`config.mk`:
```
export PLATFORM = sky130hd
export DESIGN_NAME = dmem_arbiter_flat
export DESIGN_NICKNAME = d
export VERILOG_FILES = /design/src/rtl/dmem_arbiter_if.sv /design/src/rtl/dmem_arbiter.sv /design/src/flat_wrapper.sv
export SDC_FILE = /design/constraint.sdc
export NUM_CORES = 1
export LEC_CHECK = 0
export ABC_AREA = 1
export CORE_AREA = 2 2 117 119
export DETAILED_ROUTE_END_ITERATION = 16
export DIE_AREA = 0 0 119 121
export DONT_BUFFER_PORTS = 1
export GPL_TIMING_DRIVEN = 0
export HOLD_SLACK_MARGIN = 0.08
export PLACE_DENSITY_LB_ADDON = 0.12
export SLEW_MARGIN = 20
export SYNTH_ARGS = -nofsm -noshare
export SYNTH_HDL_FRONTEND = slang
export SYNTH_SLANG_ARGS = --single-unit
export TNS_END_PERCENT = 30
```
`constraint.sdc`:
```
create_clock -name clk -period 1.9 [get_ports clk]
set_input_delay 0.38 -clock clk [delete_from_list [all_inputs] [get_ports clk]]
set_output_delay 0.38 -clock clk [all_outputs]
set_load 0.03 [all_outputs]
```
`src/rtl/dmem_arbiter_if.sv`:
```
`default_nettype none
// +----------------------------------------------------------------------------+
// | dmem_arbiter_if : CPU / EXT request ports and DMEM side of dmem_arbiter    |
// | Rev 1.0                                                                    |
// +----------------------------------------------------------------------------+
interface dmem_arbiter_if #(
  parameter int ADDR_W = 32,
  parameter int DATA_W = 32
);
  logic              cpu_req;
  logic              cpu_we;
  logic [ADDR_W-1:0] cpu_addr;
  logic [DATA_W-1:0] cpu_wdata;
  logic              cpu_gnt;
  logic              cpu_rvalid;
  logic [DATA_W-1:0] cpu_rdata;

  logic              ext_req;
  logic              ext_we;
  logic [ADDR_W-1:0] ext_addr;
  logic [DATA_W-1:0] ext_wdata;
  logic              ext_gnt;
  logic              ext_rvalid;
  logic [DATA_W-1:0] ext_rdata;

  logic              mem_we;
  logic [ADDR_W-1:0] mem_addr;
  logic [DATA_W-1:0] mem_wdata;
  logic [DATA_W-1:0] mem_rdata;

  // Arbiter side
  modport slave (
    input  cpu_req, cpu_we, cpu_addr, cpu_wdata,
    output cpu_gnt, cpu_rvalid, cpu_rdata,
    input  ext_req, ext_we, ext_addr, ext_wdata,
    output ext_gnt, ext_rvalid, ext_rdata,
    output mem_we, mem_addr, mem_wdata,
    input  mem_rdata
  );

  // Requesters and memory side
  modport master (
    output cpu_req, cpu_we, cpu_addr, cpu_wdata,
    input  cpu_gnt, cpu_rvalid, cpu_rdata,
    output ext_req, ext_we, ext_addr, ext_wdata,
    input  ext_gnt, ext_rvalid, ext_rdata,
    input  mem_we, mem_addr, mem_wdata,
    output mem_rdata
  );
endinterface
`default_nettype wire

```
`src/rtl/dmem_arbiter.sv`:
```
`default_nettype none
// +----------------------------------------------------------------------------+
// | dmem_arbiter : round-robin, burst-limited sharing of single-port DMEM      |
// | Rev 1.0                                                                    |
// +----------------------------------------------------------------------------+
module dmem_arbiter #(
  parameter int ADDR_W    = 32,
  parameter int DATA_W    = 32,
  parameter int MAX_BURST = 4
) (
  input  wire logic       clk,
  input  wire logic       reset,
  dmem_arbiter_if.slave   bus
);

  localparam int c_CNT_W = (MAX_BURST < 2) ? 1 : $clog2(MAX_BURST + 1);
  localparam logic [c_CNT_W-1:0] c_MAX = c_CNT_W'(MAX_BURST);
  localparam logic [c_CNT_W-1:0] c_ONE = c_CNT_W'(1);

  typedef enum logic [1:0] {
    IDLE    = 2'd0,
    OWN_CPU = 2'd1,
    OWN_EXT = 2'd2
  } owner_t;

  owner_t             r_owner, w_owner_nxt;
  logic [c_CNT_W-1:0] r_cnt, w_cnt_nxt;
  logic               w_gnt_cpu, w_gnt_ext;
  logic               r_cpu_rvalid, r_ext_rvalid;

  always_ff @(posedge clk) begin
    if (reset) begin
      r_owner <= IDLE;
      r_cnt   <= '0;
    end else begin
      r_owner <= w_owner_nxt;
      r_cnt   <= w_cnt_nxt;
    end
  end

  // Grant is suppressed while reset is high so no access slips into DMEM
  always_comb begin
    w_gnt_cpu = 1'b0;
    w_gnt_ext = 1'b0;
    if (!reset) begin
      if (bus.cpu_req && !bus.ext_req) begin
        w_gnt_cpu = 1'b1;
      end else if (!bus.cpu_req && bus.ext_req) begin
        w_gnt_ext = 1'b1;
      end else if (bus.cpu_req && bus.ext_req) begin
        case (r_owner)
          OWN_CPU: begin
            if (r_cnt < c_MAX) w_gnt_cpu = 1'b1;
            else               w_gnt_ext = 1'b1;
          end
          OWN_EXT: begin
            if (r_cnt < c_MAX) w_gnt_ext = 1'b1;
            else               w_gnt_cpu = 1'b1;
          end
          default: w_gnt_cpu = 1'b1;
        endcase
      end
    end
  end

  always_comb begin
    w_owner_nxt = IDLE;
    w_cnt_nxt   = '0;
    if (w_gnt_cpu) begin
      w_owner_nxt = OWN_CPU;
      if (r_owner == OWN_CPU) w_cnt_nxt = (r_cnt == c_MAX) ? c_MAX : r_cnt + c_ONE;
      else                    w_cnt_nxt = c_ONE;
    end else if (w_gnt_ext) begin
      w_owner_nxt = OWN_EXT;
      if (r_owner == OWN_EXT) w_cnt_nxt = (r_cnt == c_MAX) ? c_MAX : r_cnt + c_ONE;
      else                    w_cnt_nxt = c_ONE;
    end
  end

  always_ff @(posedge clk) begin
    if (reset) begin
      r_cpu_rvalid <= 1'b0;
      r_ext_rvalid <= 1'b0;
    end else begin
      r_cpu_rvalid <= w_gnt_cpu & ~bus.cpu_we;
      r_ext_rvalid <= w_gnt_ext & ~bus.ext_we;
    end
  end

  always_comb begin
    bus.mem_we    = 1'b0;
    bus.mem_addr  = '0;
    bus.mem_wdata = '0;
    if (w_gnt_cpu) begin
      bus.mem_we    = bus.cpu_we;
      bus.mem_addr  = bus.cpu_addr;
      bus.mem_wdata = bus.cpu_wdata;
    end else if (w_gnt_ext) begin
      bus.mem_we    = bus.ext_we;
      bus.mem_addr  = bus.ext_addr;
      bus.mem_wdata = bus.ext_wdata;
    end
  end

  assign bus.cpu_gnt    = w_gnt_cpu;
  assign bus.ext_gnt    = w_gnt_ext;
  assign bus.cpu_rvalid = r_cpu_rvalid;
  assign bus.ext_rvalid = r_ext_rvalid;
  assign bus.cpu_rdata  = r_cpu_rvalid ? bus.mem_rdata : '0;
  assign bus.ext_rdata  = r_ext_rvalid ? bus.mem_rdata : '0;

endmodule
`default_nettype wire

```
`src/flat_wrapper.sv`:
```
// flat-port wrapper written by rule: the top's interface ports become plain ports
module dmem_arbiter_flat 
#(
  parameter int ADDR_W    = 32,
  parameter int DATA_W    = 32,
  parameter int MAX_BURST = 4
)
  (clk, reset, bus_cpu_req, bus_cpu_we, bus_cpu_addr, bus_cpu_wdata, bus_cpu_gnt, bus_cpu_rvalid, bus_cpu_rdata, bus_ext_req, bus_ext_we, bus_ext_addr, bus_ext_wdata, bus_ext_gnt, bus_ext_rvalid, bus_ext_rdata, bus_mem_we, bus_mem_addr, bus_mem_wdata, bus_mem_rdata);
  dmem_arbiter_if #(.ADDR_W(ADDR_W), .DATA_W(DATA_W)) bus_i ();
  input  wire logic clk;
  input  wire logic reset;
  input wire logic [$bits(bus_i.cpu_req)-1:0] bus_cpu_req;
  input wire logic [$bits(bus_i.cpu_we)-1:0] bus_cpu_we;
  input wire logic [$bits(bus_i.cpu_addr)-1:0] bus_cpu_addr;
  input wire logic [$bits(bus_i.cpu_wdata)-1:0] bus_cpu_wdata;
  output wire logic [$bits(bus_i.cpu_gnt)-1:0] bus_cpu_gnt;
  output wire logic [$bits(bus_i.cpu_rvalid)-1:0] bus_cpu_rvalid;
  output wire logic [$bits(bus_i.cpu_rdata)-1:0] bus_cpu_rdata;
  input wire logic [$bits(bus_i.ext_req)-1:0] bus_ext_req;
  input wire logic [$bits(bus_i.ext_we)-1:0] bus_ext_we;
  input wire logic [$bits(bus_i.ext_addr)-1:0] bus_ext_addr;
  input wire logic [$bits(bus_i.ext_wdata)-1:0] bus_ext_wdata;
  output wire logic [$bits(bus_i.ext_gnt)-1:0] bus_ext_gnt;
  output wire logic [$bits(bus_i.ext_rvalid)-1:0] bus_ext_rvalid;
  output wire logic [$bits(bus_i.ext_rdata)-1:0] bus_ext_rdata;
  output wire logic [$bits(bus_i.mem_we)-1:0] bus_mem_we;
  output wire logic [$bits(bus_i.mem_addr)-1:0] bus_mem_addr;
  output wire logic [$bits(bus_i.mem_wdata)-1:0] bus_mem_wdata;
  input wire logic [$bits(bus_i.mem_rdata)-1:0] bus_mem_rdata;
  assign bus_i.cpu_req = bus_cpu_req;
  assign bus_i.cpu_we = bus_cpu_we;
  assign bus_i.cpu_addr = bus_cpu_addr;
  assign bus_i.cpu_wdata = bus_cpu_wdata;
  assign bus_cpu_gnt = bus_i.cpu_gnt;
  assign bus_cpu_rvalid = bus_i.cpu_rvalid;
  assign bus_cpu_rdata = bus_i.cpu_rdata;
  assign bus_i.ext_req = bus_ext_req;
  assign bus_i.ext_we = bus_ext_we;
  assign bus_i.ext_addr = bus_ext_addr;
  assign bus_i.ext_wdata = bus_ext_wdata;
  assign bus_ext_gnt = bus_i.ext_gnt;
  assign bus_ext_rvalid = bus_i.ext_rvalid;
  assign bus_ext_rdata = bus_i.ext_rdata;
  assign bus_mem_we = bus_i.mem_we;
  assign bus_mem_addr = bus_i.mem_addr;
  assign bus_mem_wdata = bus_i.mem_wdata;
  assign bus_i.mem_rdata = bus_mem_rdata;
  dmem_arbiter #(.ADDR_W(ADDR_W), .DATA_W(DATA_W), .MAX_BURST(MAX_BURST)) u_core (.clk(clk), .reset(reset), .bus(bus_i));
endmodule
```
### Word level (Yosys, flattened, before mapping)

Index checks and enable logic that the tools add are counted.
Widths: inputs -> output; s select.

| operators by class | value |
|---|---|
| add/sub/neg operators | 1 |
| $lt $le $gt $ge | 1 |
| equality and inequality tests | 3 |
| mux-type cells | 27 |
| bitwise gates (word level) | 4 |
| reductions and logical operators | 6 |

Operators by type and width:

| cell | number |
|---|---|
| $mux 32 | 6 |
| $mux 3 | 5 |
| $mux 1 | 13 |
| $pmux 1 s2 | 2 |
| $add 3x1->3 const B | 1 |
| $eq 3x3->1 const B | 1 |
| $logic_and 1x1->1 | 3 |
| $lt 3x3->1 const B | 1 |
| $and 1x1->1 | 2 |
| $eq 2x1->1 const B | 1 |
| $eq 2x2->1 const B | 1 |
| $logic_not 1->1 | 2 |
| $mux 2 | 1 |
| $not 1->1 | 2 |
| $reduce_or 2->1 | 1 |

| storage, ports and cells | value |
|---|---|
| register bits | 7 |
| input bits | 166 |
| output and inout bits | 133 |
| word-level logic and storage cells | 47 |

### Logic depth before layout (Yosys ltp)

Gate-level depths: netlist of run 1.

| logic depth | value |
|---|---|
| depth in word-level cells | 9 |
| gate-level depth with buffers | 9 |
| mapped depth without buffers | 8 |

### Worst setup path after synthesis of run 1

No wires, ideal clock.

| path | value |
|---|---|
| path kind | register to output |
| from | register u_core.r_owner[0] |
| to | output bus_mem_wdata[12] |
| data arrival time | 1.527 ns |
| setup slack | -0.007 ns |
| cell stages (with the launch flop) | 10 |
| path buffers | 2 |
| cell sequence | dfxtp_1 -> inv_1 -> ha_1 -> nor2_1 -> nand3_2 -> nand3_2 -> buf_6 -> buf_6 -> nand2_1 -> nand2_1 |

| on the way | value |
|---|---|
| word-level cells in the longest chain between the ends | 8 |

RTL lines:

| item | line | text |
|---|---|---|
| start, declared | dmem_arbiter.sv:26 | `owner_t r_owner, w_owner_nxt;` |
| start signal, assigned | dmem_arbiter.sv:36 | `r_owner <= w_owner_nxt;` |
| $eq 2x2->1 / $eq 2x1->1 (equally long branches) | dmem_arbiter.sv:51 | `case (r_owner)` |
| $pmux 1 s2 | dmem_arbiter.sv:51 |  |
| $mux 1 | dmem_arbiter.sv:50 | `end else if (bus.cpu_req && bus.ext_req) begin` |
| $mux 1 | dmem_arbiter.sv:48 | `end else if (!bus.cpu_req && bus.ext_req) begin` |
| $mux 1 | dmem_arbiter.sv:46 | `if (bus.cpu_req && !bus.ext_req) begin` |
| $mux 1 | dmem_arbiter.sv:45 | `if (!reset) begin` |
| $mux 32 | dmem_arbiter.sv:98 | `end else if (w_gnt_ext) begin` |
| $mux 32 * | dmem_arbiter.sv:94 | `if (w_gnt_cpu) begin` |
| end, declared | flat_wrapper.sv:28 | `output wire logic [$bits(bus_i.mem_wdata)-1:0] bus_mem_wdata;` |

Every way passes the cells marked *; elsewhere a longest branch is shown, timed or not.

### Final worst setup path of run 1

| path | value |
|---|---|
| from | register u_core.r_owner[0] |
| to | output bus_mem_wdata[5] |

The elaborated chain is that of the path after synthesis.

==> summary.md, run 1 <==
| Metric | Value |
|---|---|
| PnR Total Power | `0.00145 W` |
| H-tree depth | `1` |
| Max-slew violations | `0` |
| Post-route DRC | `0` |
| Clock buffer depth | `2` |
| GPL Wtd Cong | `0.765` |
| Synth Warn # | `0` |
| Initial antenna violation count | `0` |
| Syn nets | `732` |
| Pin count of the biggest net entering global routing | `11` |
| Num ports | `299` |
| Latest clock arrival within the worst-skew pair | `240 ps` |
| Post-layout instance area | `4080 um2` |
| Post-Synth XOR/XNOR Area | `0%` |
| Core box area | `13100 um2` |
| Fraction of layout cells with a size suffix above 1 | `33.8%` |
| Die Width | `119 um` |
| Min Clock Period, post-route | `2100 ps` |
| CP endpoint kind | `primary output` |
| Final wirelength | `12000 um` |
| First-pass GRT wire length | `17600 um` |
| Class of the worst hold path | `input pin to flip-flop` |
| DRT antenna net count | `0` |
| Mux cell area share after synthesis | `0%` |
| Outcome | `finished, violations left` |
| Main combinational cell family by area after synthesis | `simple AND/OR/NAND/NOR gates` |
| CTS tree | `yes` |
| Peak VDD IR | `0.259 mV` |
| Violated checks | `negative setup slack` |
| PD cells | `356 nW/um2` |
| Fin worst setup slack | `-197 ps` |
| Reg2reg start | `u_core.r_owner[0]$_SDFF_PP0_` |
| Detail Placement HPWL | `9130 um` |
| Fin. Hold Viols | `0` |
| Setup TNS Final | `-10140 ps` |
| Synth Area in Adders | `2.99%` |
| CTS Buf Count | `3` |
| Final nets | `755` |
| Simple logic cell fraction of the synthesized area | `61.5%` |
| Startpoint Class | `flip-flop` |
| Clock transition at the registers of the reported paths | `40 ps` |
| CTS root buf | `clkbuf_16` |
| Die Height | `121 um` |
| Synth cell types | `14` |
| Number of global-route vias before repair | `3350` |
| Max-cap violation count | `0` |
| Die area | `14400 um2` |
| Clk_skew | `5.17 ps` |
| DR vias/cell | `4.59` |
| Pre-antenna DRT Iters | `5` |
| Hold buffer count at cts | `0` |
| WHS | `203 ps` |
| Critical Path RT | `1520 ps` |
| Place WS | `-406 ps` |
| Worst reg2reg path depth | `10` |
| LEAKAGE | `2.40 nW` |
| Placed instance area | `2740 um2` |
| FP Rows | `42` |
| Yosys reg bits | `7` |
| Worst Tran Pin Value | `436 ps` |
| Crit path max fanout | `6` |
| RSZ-0062 raised after global routing | `yes` |
| Hold depth | `1` |
| Area delta synth->final | `62.0%` |
| Synth Area per Inst | `4.49 um2` |
| DR WL/cell | `15.8 um` |
| Synth Area in Compound Gates | `0.299%` |
| Netlist Area Pre-Place | `2510 um2` |
| CP Class | `flip-flop to primary output` |
| Max-slew headroom | `70.9%` |
| FF-to-FF End | `u_core.r_cnt[1]$_SDFF_PP0_` |
| Peak Freq | `477 MHz` |
| CP arrival | `1720 ps` |
| Congestion Overflow GR | `0` |
| GRT Util Overall | `15.1%` |
| R2R setup slack | `320 ps` |
| # diodes | `0` |
| Synth Instances | `560` |
| IO buf count | `0` |
| Register area share after synthesis | `5.57%` |
| Total number of vias | `3481` |
| Hold_sp | `reset` |
| Fill count | `1469` |
| Hold Path Sink | `u_core.r_owner[0]$_SDFF_PP0_` |
| Setup-failing EPs final | `65` |
| DRT iter0 DRCs | `97` |
| Sink Count | `7` |
| Final Cycle Share | `110%` |
| Initial core utilization | `19.2%` |
[synth_stat cells]
cell,count,share of area [%]
nand3_1,4,0.80
nand2_1,214,32
a21boi_0,1,0.30
inv_1,140,21
ha_1,6,3.0
dfxtp_1,7,5.6
nand4_1,67,17
clkbuf_1,15,2.2
clkinv_1,1,0.15
nand3_2,2,0.80
buf_6,5,2.2
buf_1,6,0.90
buf_2,16,3.2
nor2_1,76,11
[layout by cell type, fill, tap and decap left out]
cell          n
inv_1       137
nand2_1      99
nand2_4      74
nand4_1      67
nor2_1       55
nand2_2      36
nor2_2       17
buf_4        17
clkbuf_1     12
buf_8         8
clkbuf_16     6
nand2_8       5
buf_6         5
buf_2         4
nor2_4        4
buf_12        4
buf_1         4
nand3_4       3
nand3_1       3
ha_4          3
ha_1          3
dfxtp_2       3
dfxtp_1       3
inv_2         2
clkbuf_2      2
buf_16        2
clkinvlp_4    1
clkinv_1      1
a21boi_0      1
dfxtp_4       1
[final cells by class]
type / instances / area (um2) / area share (%)
multi-input cells: 370 / 2490 / 61.2
clock buffers: 4 / 78.8 / 1.93
repair buffers: 23 / 309 / 7.58
well taps: 176 / 220 / 5.40
inverters: 141 / 533 / 13.1
plain buffers: 37 / 292 / 7.15
flip-flops and latches: 7 / 148 / 3.62
[how the worst max path moves through the flow]
stage	start	endpoint	cells past startpoint
4_1_cts	u_core.r_owner[0]$_SDFF_PP0_	bus_mem_wdata[19]	10
5_1_grt	u_core.r_owner[0]$_SDFF_PP0_	bus_mem_wdata[7]	9
3_3_place_gp	u_core.r_owner[0]$_SDFF_PP0_	bus_mem_wdata[19]	9
6_report	u_core.r_owner[0]$_SDFF_PP0_	bus_mem_wdata[5]	9
3_5_place_dp	u_core.r_owner[0]$_SDFF_PP0_	bus_mem_wdata[19]	9
2_1_floorplan	u_core.r_owner[0]$_SDFF_PP0_	bus_mem_wdata[15]	9
[power breakdown]
part / internal, W / switching [W]
clock network: 0.000281 / 0.0000938
logic: 0.000272 / 0.000644
registers: 0.000153 / 0.00000938
[cell families (layout without fill, tap and decap cells)]
kind of cell | Yosys count | in the layout
simple gates | 363 | 363
flops | 7 | 7
fa+ha+maj | 6 | 6
buf+inv | 183 | 205
compound gates | 1 | 1
[per-layer routing]
layer / GRT usage, % / part of all wire (%) / vias to the layer above
met3: 3.52 / 7.1 / 4
met5: 0 / 0 / -
met2: 29.6 / 54 / 190
met4: 2.31 / 0.78 / 0
li1: - / - / 1691
met1: 16.8 / 38 / 1596
[sequential cells by signal (all words and copies together) (netlist names)]
register,cells
u_core.r_cnt,3
u_core.r_owner,2
u_core.bus.cpu_rvalid,1
u_core.bus.ext_rvalid,1
[critical path, stage by stage, from the launching register on]
cell       delay, ps
dfxtp_2          320
inv_2             50
ha_4             240
nor2_4            90
nand3_4          120
nand3_4          140
buf_12           160
clkbuf_16        150
nand2_2           70
nand2_4          120
[metrics by stage]
stage	util, %	instances
3_5_place_dp	21.0	736
6_report	31.1	758
2_1_floorplan	-	560
5_1_grt	31.1	758
3_3_place_gp	21.0	736
4_1_cts	28.9	755
[what timing repair did]
action	4_1_cts	5_1_grt
endpoints found under the setup margin	127	127
gates resized for setup	206	84
buffers inserted	14	4
hold endpoints to repair	0	0
pin swaps	34	42
cloned	3	3
Power figures use the tool's default switching activity.
==> run 2: changes to the inputs <==
--- a/config.mk
+++ b/config.mk
@@ -7,6 +7,7 @@
 export LEC_CHECK = 0
 export ABC_AREA = 1
 export CORE_AREA = 2 2 117 119
+export CTS_BUF_LIST = sky130_fd_sc_hd__clkbuf_8
 export DETAILED_ROUTE_END_ITERATION = 16
 export DIE_AREA = 0 0 119 121
 export DONT_BUFFER_PORTS = 1
==> run 2 against run 1 <==
The flow still finishes with violations (negative setup slack). Global-route usage about the same. Count of clock-buffer cells in the layout decreased by 1. Via count up 0.23%. Power fell by 9.2%. Die area unchanged. First-iteration DRC count up 13%. Wire length up 1.3%. Worst setup slack lost 25 ps. Largest cell class unchanged.
==> summary.md, run 2 (synthesis results as in run 1) <==
| Metric | Value |
|---|---|
| Outcome | `finished, violations left` |
| Violated checks | `negative setup slack` |
| LEAKAGE | `2.44 nW` |
| Place WS | `-406 ps` |
| Die area | `14400 um2` |
| Most common cell after layout, fill and taps aside | `inv_1` |
| Peak Freq | `471 MHz` |
| Largest regs | `u_core.r_cnt x3, u_core.r_owner x2` |
| Post-route DRC | `0` |
| IO buf count | `0` |
| DR WL/cell | `16.0 um` |
| Min Clock Period, post-route | `2120 ps` |
| WL met3 | `838 um` |
| DR vias/cell | `4.60` |
| CTS Buf Count | `3` |
| Core box area | `13100 um2` |
| Final wirelength | `12100 um` |
| Hold_sp | `reset` |
| CP Class | `flip-flop to primary output` |
| Final Cycle Share | `112%` |
| Initial antenna violation count | `0` |
| CTS root buf | `clkbuf_8` |
| Hold Path Sink | `u_core.r_owner[0]$_SDFF_PP0_` |
| Clk_skew | `5.45 ps` |
| Pin count of the biggest net entering global routing | `11` |
| Detail Route met2 WL | `6600 um` |
| Final nets | `756` |
| DRT iter0 DRCs | `110` |
| R2R setup slack | `300 ps` |
| Congestion Overflow GR | `0` |
| Hold depth | `1` |
| Setup-failing EPs final | `66` |
| Reg2reg start | `u_core.r_owner[0]$_SDFF_PP0_` |
| Worst reg2reg path depth | `10` |
| Max-slew violations | `0` |
| Setup TNS Final | `-10880 ps` |
| Critical Path RT | `1520 ps` |
| Worst path cell trace | `inv_2 -> ha_4 -> nor2_4 -> nand3_4 -> buf_8 -> buf_8 -> nand4_1 -> nand2_8` |
| FP Rows | `42` |
| Clock transition at the registers of the reported paths | `50 ps` |
| Latest clock arrival within the worst-skew pair | `230 ps` |
| Most frequent cells in the layout | `inv_1, nand2_1, nand2_4, nand4_1, nor2_1` |
| CP max-delay cell | `dfxtp_2` |
| PD cells | `320 nW/um2` |
| Class of the worst hold path | `input pin to flip-flop` |
| GPL Wtd Cong | `0.765` |
| Critical Path Max Stage Delay | `340 ps` |
| Max-cap violation count | `0` |
| Met1 wire length | `4610 um` |
| Biggest register | `u_core.r_cnt` |
| # diodes | `0` |
| Startpoint Class | `flip-flop` |
| RSZ-0062 raised after global routing | `yes` |
| Initial core utilization | `19.2%` |
| Peak VDD IR | `0.177 mV` |
| Total number of vias | `3489` |
| First-pass GRT wire length | `17600 um` |
| Max FFs per register | `3` |
| Fin. Hold Viols | `0` |
| PnR Total Power | `0.00132 W` |
| Pre-antenna DRT Iters | `5` |
| Top layer in use | `met4` |
| Clock buffer depth | `2` |
| Fraction of layout cells with a size suffix above 1 | `34.8%` |
| Num ports | `299` |
| CP arrival | `1740 ps` |
| Sink Count | `7` |
| FF-to-FF End | `u_core.r_cnt[1]$_SDFF_PP0_` |
| Detail Placement HPWL | `9130 um` |
| Number of global-route vias before repair | `3339` |
| DRT antenna net count | `0` |
| CP endpoint kind | `primary output` |
| Most numerous cell on the critical path | `buf_8` |
| Die Height | `121 um` |
| Die Width | `119 um` |
| GRT Util Overall | `15.1%` |
| Crit path max fanout | `8` |
| H-tree depth | `1` |
| Worst Tran Pin Value | `455 ps` |
| CTS tree | `yes` |
| Max-slew headroom | `69.7%` |
| Area delta synth->final | `63.9%` |
| Fin worst setup slack | `-222 ps` |
[run 2: cell types whose count changed in the layout (fill, tap and decap cells not counted), moves of 2 or more]
cell,delta
nand2_2,-9
nand2_4,+7
nor2_2,+7
nor2_1,-6
buf_4,-4
clkbuf_8,+3
clkbuf_1,-2
clkbuf_16,-2
clkbuf_4,+2
nand2_1,+2
[run 2: repair_timing]
| item | in CTS | in global routing |
|---|---|---|
| endpoints found under the setup margin | 127 | 127 |
| buffers inserted | 14 | 4 |
| hold buffers | 0 | 0 |
| pin swaps | 34 | 54 |
| resized for setup | 206 | 99 |
| gates cloned | 3 | 4 |
[run 2: report_power, final]
| part | internal [W] | switching (W) | total [W] |
|---|---|---|---|
| clock network | 0.000141 | 0.0000825 | 0.000224 |
| registers | 0.000153 | 0.00000982 | 0.000163 |
| logic | 0.000282 | 0.000650 | 0.000932 |
[run 2: how the worst max path moves through the flow]
stage / slack, ps / startpoint / cells past startpoint / end
final: -220 / u_core.r_owner[0]$_SDFF_PP0_ / 8 / bus_mem_wdata[12]
after global routing: -300 / u_core.r_owner[0]$_SDFF_PP0_ / 9 / bus_mem_wdata[7]
after CTS: -260 / u_core.r_owner[0]$_SDFF_PP0_ / 10 / bus_mem_wdata[19]
after detailed placement: -410 / u_core.r_owner[0]$_SDFF_PP0_ / 9 / bus_mem_wdata[19]
after global placement: -380 / u_core.r_owner[0]$_SDFF_PP0_ / 9 / bus_mem_wdata[19]
after floorplan: -7 / u_core.r_owner[0]$_SDFF_PP0_ / 9 / bus_mem_wdata[15]
[run 2: critical path, delay by kind of cell (launching register included)]
family	cells	cell delay [ps]
and+or+nand+nor	4	550
DFF	1	340
buffers and inverters	3	340
adders and majority gates	1	270
[run 2: routing by layer]
metal	up-vias	GRT usage, %
met4	0	2.31
met1	1600	16.9
li1	1696	-
met3	4	3.52
met5	-	0
met2	189	29.5
[run 2: per-stage QoR]
step | instances | area [um2] | utilization (%) | hold slack, ps
2_1_floorplan | 560 | 2520 | - | 452
3_3_place_gp | 736 | 2740 | 21.0 | 454
3_5_place_dp | 736 | 2740 | 21.0 | 455
4_1_cts | 755 | 3740 | 28.6 | 197
5_1_grt | 759 | 4120 | 31.5 | 195
6_report | 759 | 4120 | 31.5 | 202
[run 2: area by class of cell]
class                      instances  area (um2)
clock inverter                     1        3.75
fill                            1454        8960
sequential                         7         149
multi-input combinational        370        2530
inverter                         141         536
clock buffer                       3        41.3
buffer                            37         290
timing repair buffer              24         347
tap                              176         220
==> run 3: changes to the inputs <==
--- a/config.mk
+++ b/config.mk
@@ -13,7 +13,7 @@
 export DONT_BUFFER_PORTS = 1
 export GPL_TIMING_DRIVEN = 0
 export HOLD_SLACK_MARGIN = 0.08
-export PLACE_DENSITY_LB_ADDON = 0.12
+export PLACE_DENSITY = 0.37
 export SLEW_MARGIN = 20
 export SYNTH_ARGS = -nofsm -noshare
 export SYNTH_HDL_FRONTEND = slang
==> run 3 against run 2 <==
Highest routed layer unchanged. Clock power is essentially flat. The flow still finishes with violations (negative setup slack). Global-route usage down 0.15 points. Utilization shrank 2.9 points. Critical endpoint is now bus_mem_wdata[20]. Largest power group unchanged. Critical path type unchanged.
==> summary.md, run 3 (synthesis results as in run 1) <==
| Metric | Value |
|---|---|
| Outcome | `finished, violations left` |
| Violated checks | `negative setup slack` |
| Clock transition at the registers of the reported paths | `50 ps` |
| Fill count | `1494` |
| Placed instance area | `2740 um2` |
| First-pass GRT wire length | `17100 um` |
| Max-slew headroom | `61.3%` |
| Min Clock Period, post-route | `2140 ps` |
| LEAKAGE | `2.30 nW` |
| CP arrival | `1760 ps` |
| Initial core utilization | `19.2%` |
| Most common cell after layout, fill and taps aside | `inv_1` |
| GPL Wtd Cong | `0.826` |
| Critical Path RT | `1520 ps` |
| Largest regs | `u_core.r_cnt x3, u_core.r_owner x2` |
| Setup-failing EPs final | `66` |
| Pin count of the biggest net entering global routing | `11` |
| Class of the worst hold path | `input pin to flip-flop` |
| Max-cap violation count | `0` |
| FP Rows | `42` |
| Die Width | `119 um` |
| Fin worst setup slack | `-239 ps` |
| Num ports | `299` |
| Startpoint Class | `flip-flop` |
| Latest clock arrival within the worst-skew pair | `240 ps` |
| Congestion Overflow GR | `0` |
| DR WL/cell | `16.5 um` |
| Core box area | `13100 um2` |
| Final nets | `748` |
| Peak VDD IR | `0.143 mV` |
| DR vias/cell | `4.64` |
| H-tree depth | `1` |
| DRT antenna net count | `0` |
| Hold depth | `1` |
| Die Height | `121 um` |
| Most frequent cells in the layout | `inv_1, nand2_1, nand4_1, nand2_4, nor2_1` |
| CP endpoint kind | `primary output` |
| Fin. Hold Viols | `0` |
| Max FFs per register | `3` |
| Clk_skew | `11.4 ps` |
| Fraction of layout cells with a size suffix above 1 | `27.1%` |
| R2R setup slack | `280 ps` |
| Die area | `14400 um2` |
| CP Class | `flip-flop to primary output` |
| Post-route DRC | `0` |
| Hold buffer count at cts | `0` |
| CTS Buf Count | `3` |
| PD cells | `329 nW/um2` |
| Initial antenna violation count | `0` |
| Total number of vias | `3486` |
| Worst reg2reg path depth | `10` |
| Crit path max fanout | `9` |
| IO buf count | `0` |
| PnR Total Power | `0.00123 W` |
| Pre-antenna DRT Iters | `5` |
| Detail Placement HPWL | `9770 um` |
| Biggest register | `u_core.r_cnt` |
| CTS tree | `yes` |
| Final Cycle Share | `113%` |
| RSZ-0062 raised after global routing | `yes` |
| WHS | `200 ps` |
| Peak Freq | `467 MHz` |
| Number of global-route vias before repair | `3286` |
| CTS root buf | `clkbuf_8` |
| Clock buffer depth | `2` |
| Final wirelength | `12400 um` |
| Worst Tran Pin Value | `579 ps` |
| DRT iter0 DRCs | `125` |
| GRT Util Overall | `15.0%` |
| Max-slew violations | `0` |
| # diodes | `0` |
| Post-layout instance area | `3740 um2` |
| Sink Count | `7` |
| Area delta synth->final | `48.9%` |
## run 3: metal layers
metal | part of all wire [%] | vias to the layer above | track usage (%)
li1 | - | 1681 | -
met1 | 37 | 1583 | 15.8
met2 | 54 | 208 | 30.1
met3 | 6.8 | 14 | 3.15
met4 | 2.1 | 0 | 3.27
met5 | 0 | - | 0
## run 3: worst paths after layout
check,startpoint,end
setup / recovery,u_core.r_owner[0]$_SDFF_PP0_,bus_mem_wdata[20]
hold / removal,reset,u_core.r_owner[0]$_SDFF_PP0_
setup reg to reg,u_core.r_owner[0]$_SDFF_PP0_,u_core.r_cnt[2]$_SDFF_PP0_
hold reg to reg,u_core.r_cnt[0]$_SDFF_PP0_,u_core.r_cnt[0]$_SDFF_PP0_
## run 3: worst max-delay path, stage by stage, from the launching register on
cell       delay, ps
dfxtp_2          330
inv_2             50
ha_4             270
nor2_4            40
nand3_4          110
buf_8            170
clkbuf_16        140
nand4_1          220
nand2_8          180
## run 3: final cells by class
class                      count  area [um2]  area share [%]
clock inverter                 1        5.00           0.134
multi-input combinational    371        2320            62.1
clock buffer                   3        41.3            1.10
buffer                        42         320            8.56
timing repair buffer          10         156            4.18
tap                          176         220            5.88
inverter                     141         529            14.1
sequential                     7         148            3.94
## run 3: per-stage QoR
stage	setup slack [ps]	utilization, %	TNS (ps)	std cells
2_1_floorplan	-6.77	-	-47.4	560
3_3_place_gp	-370	21.0	-19600	736
3_5_place_dp	-408	21.0	-21950	736
4_1_cts	-239	26.1	-12330	746
5_1_grt	-304	28.6	-16180	751
6_report	-239	28.6	-9850	751
## run 3: power breakdown
part	switching [W]	total (W)	leakage, nW	internal [W]
Combinational	0.000612	0.000844	2.21	0.000232
Sequential	0.00000936	0.000162	0.0592	0.000153
Clock	0.0000810	0.000224	0.0255	0.000143
## run 3: repair_timing
action	CTS	global route
gates cloned	1	4
setup endpoints to repair	119	75
pin swaps	23	28
buffers inserted	5	1
gates resized for setup	168	60
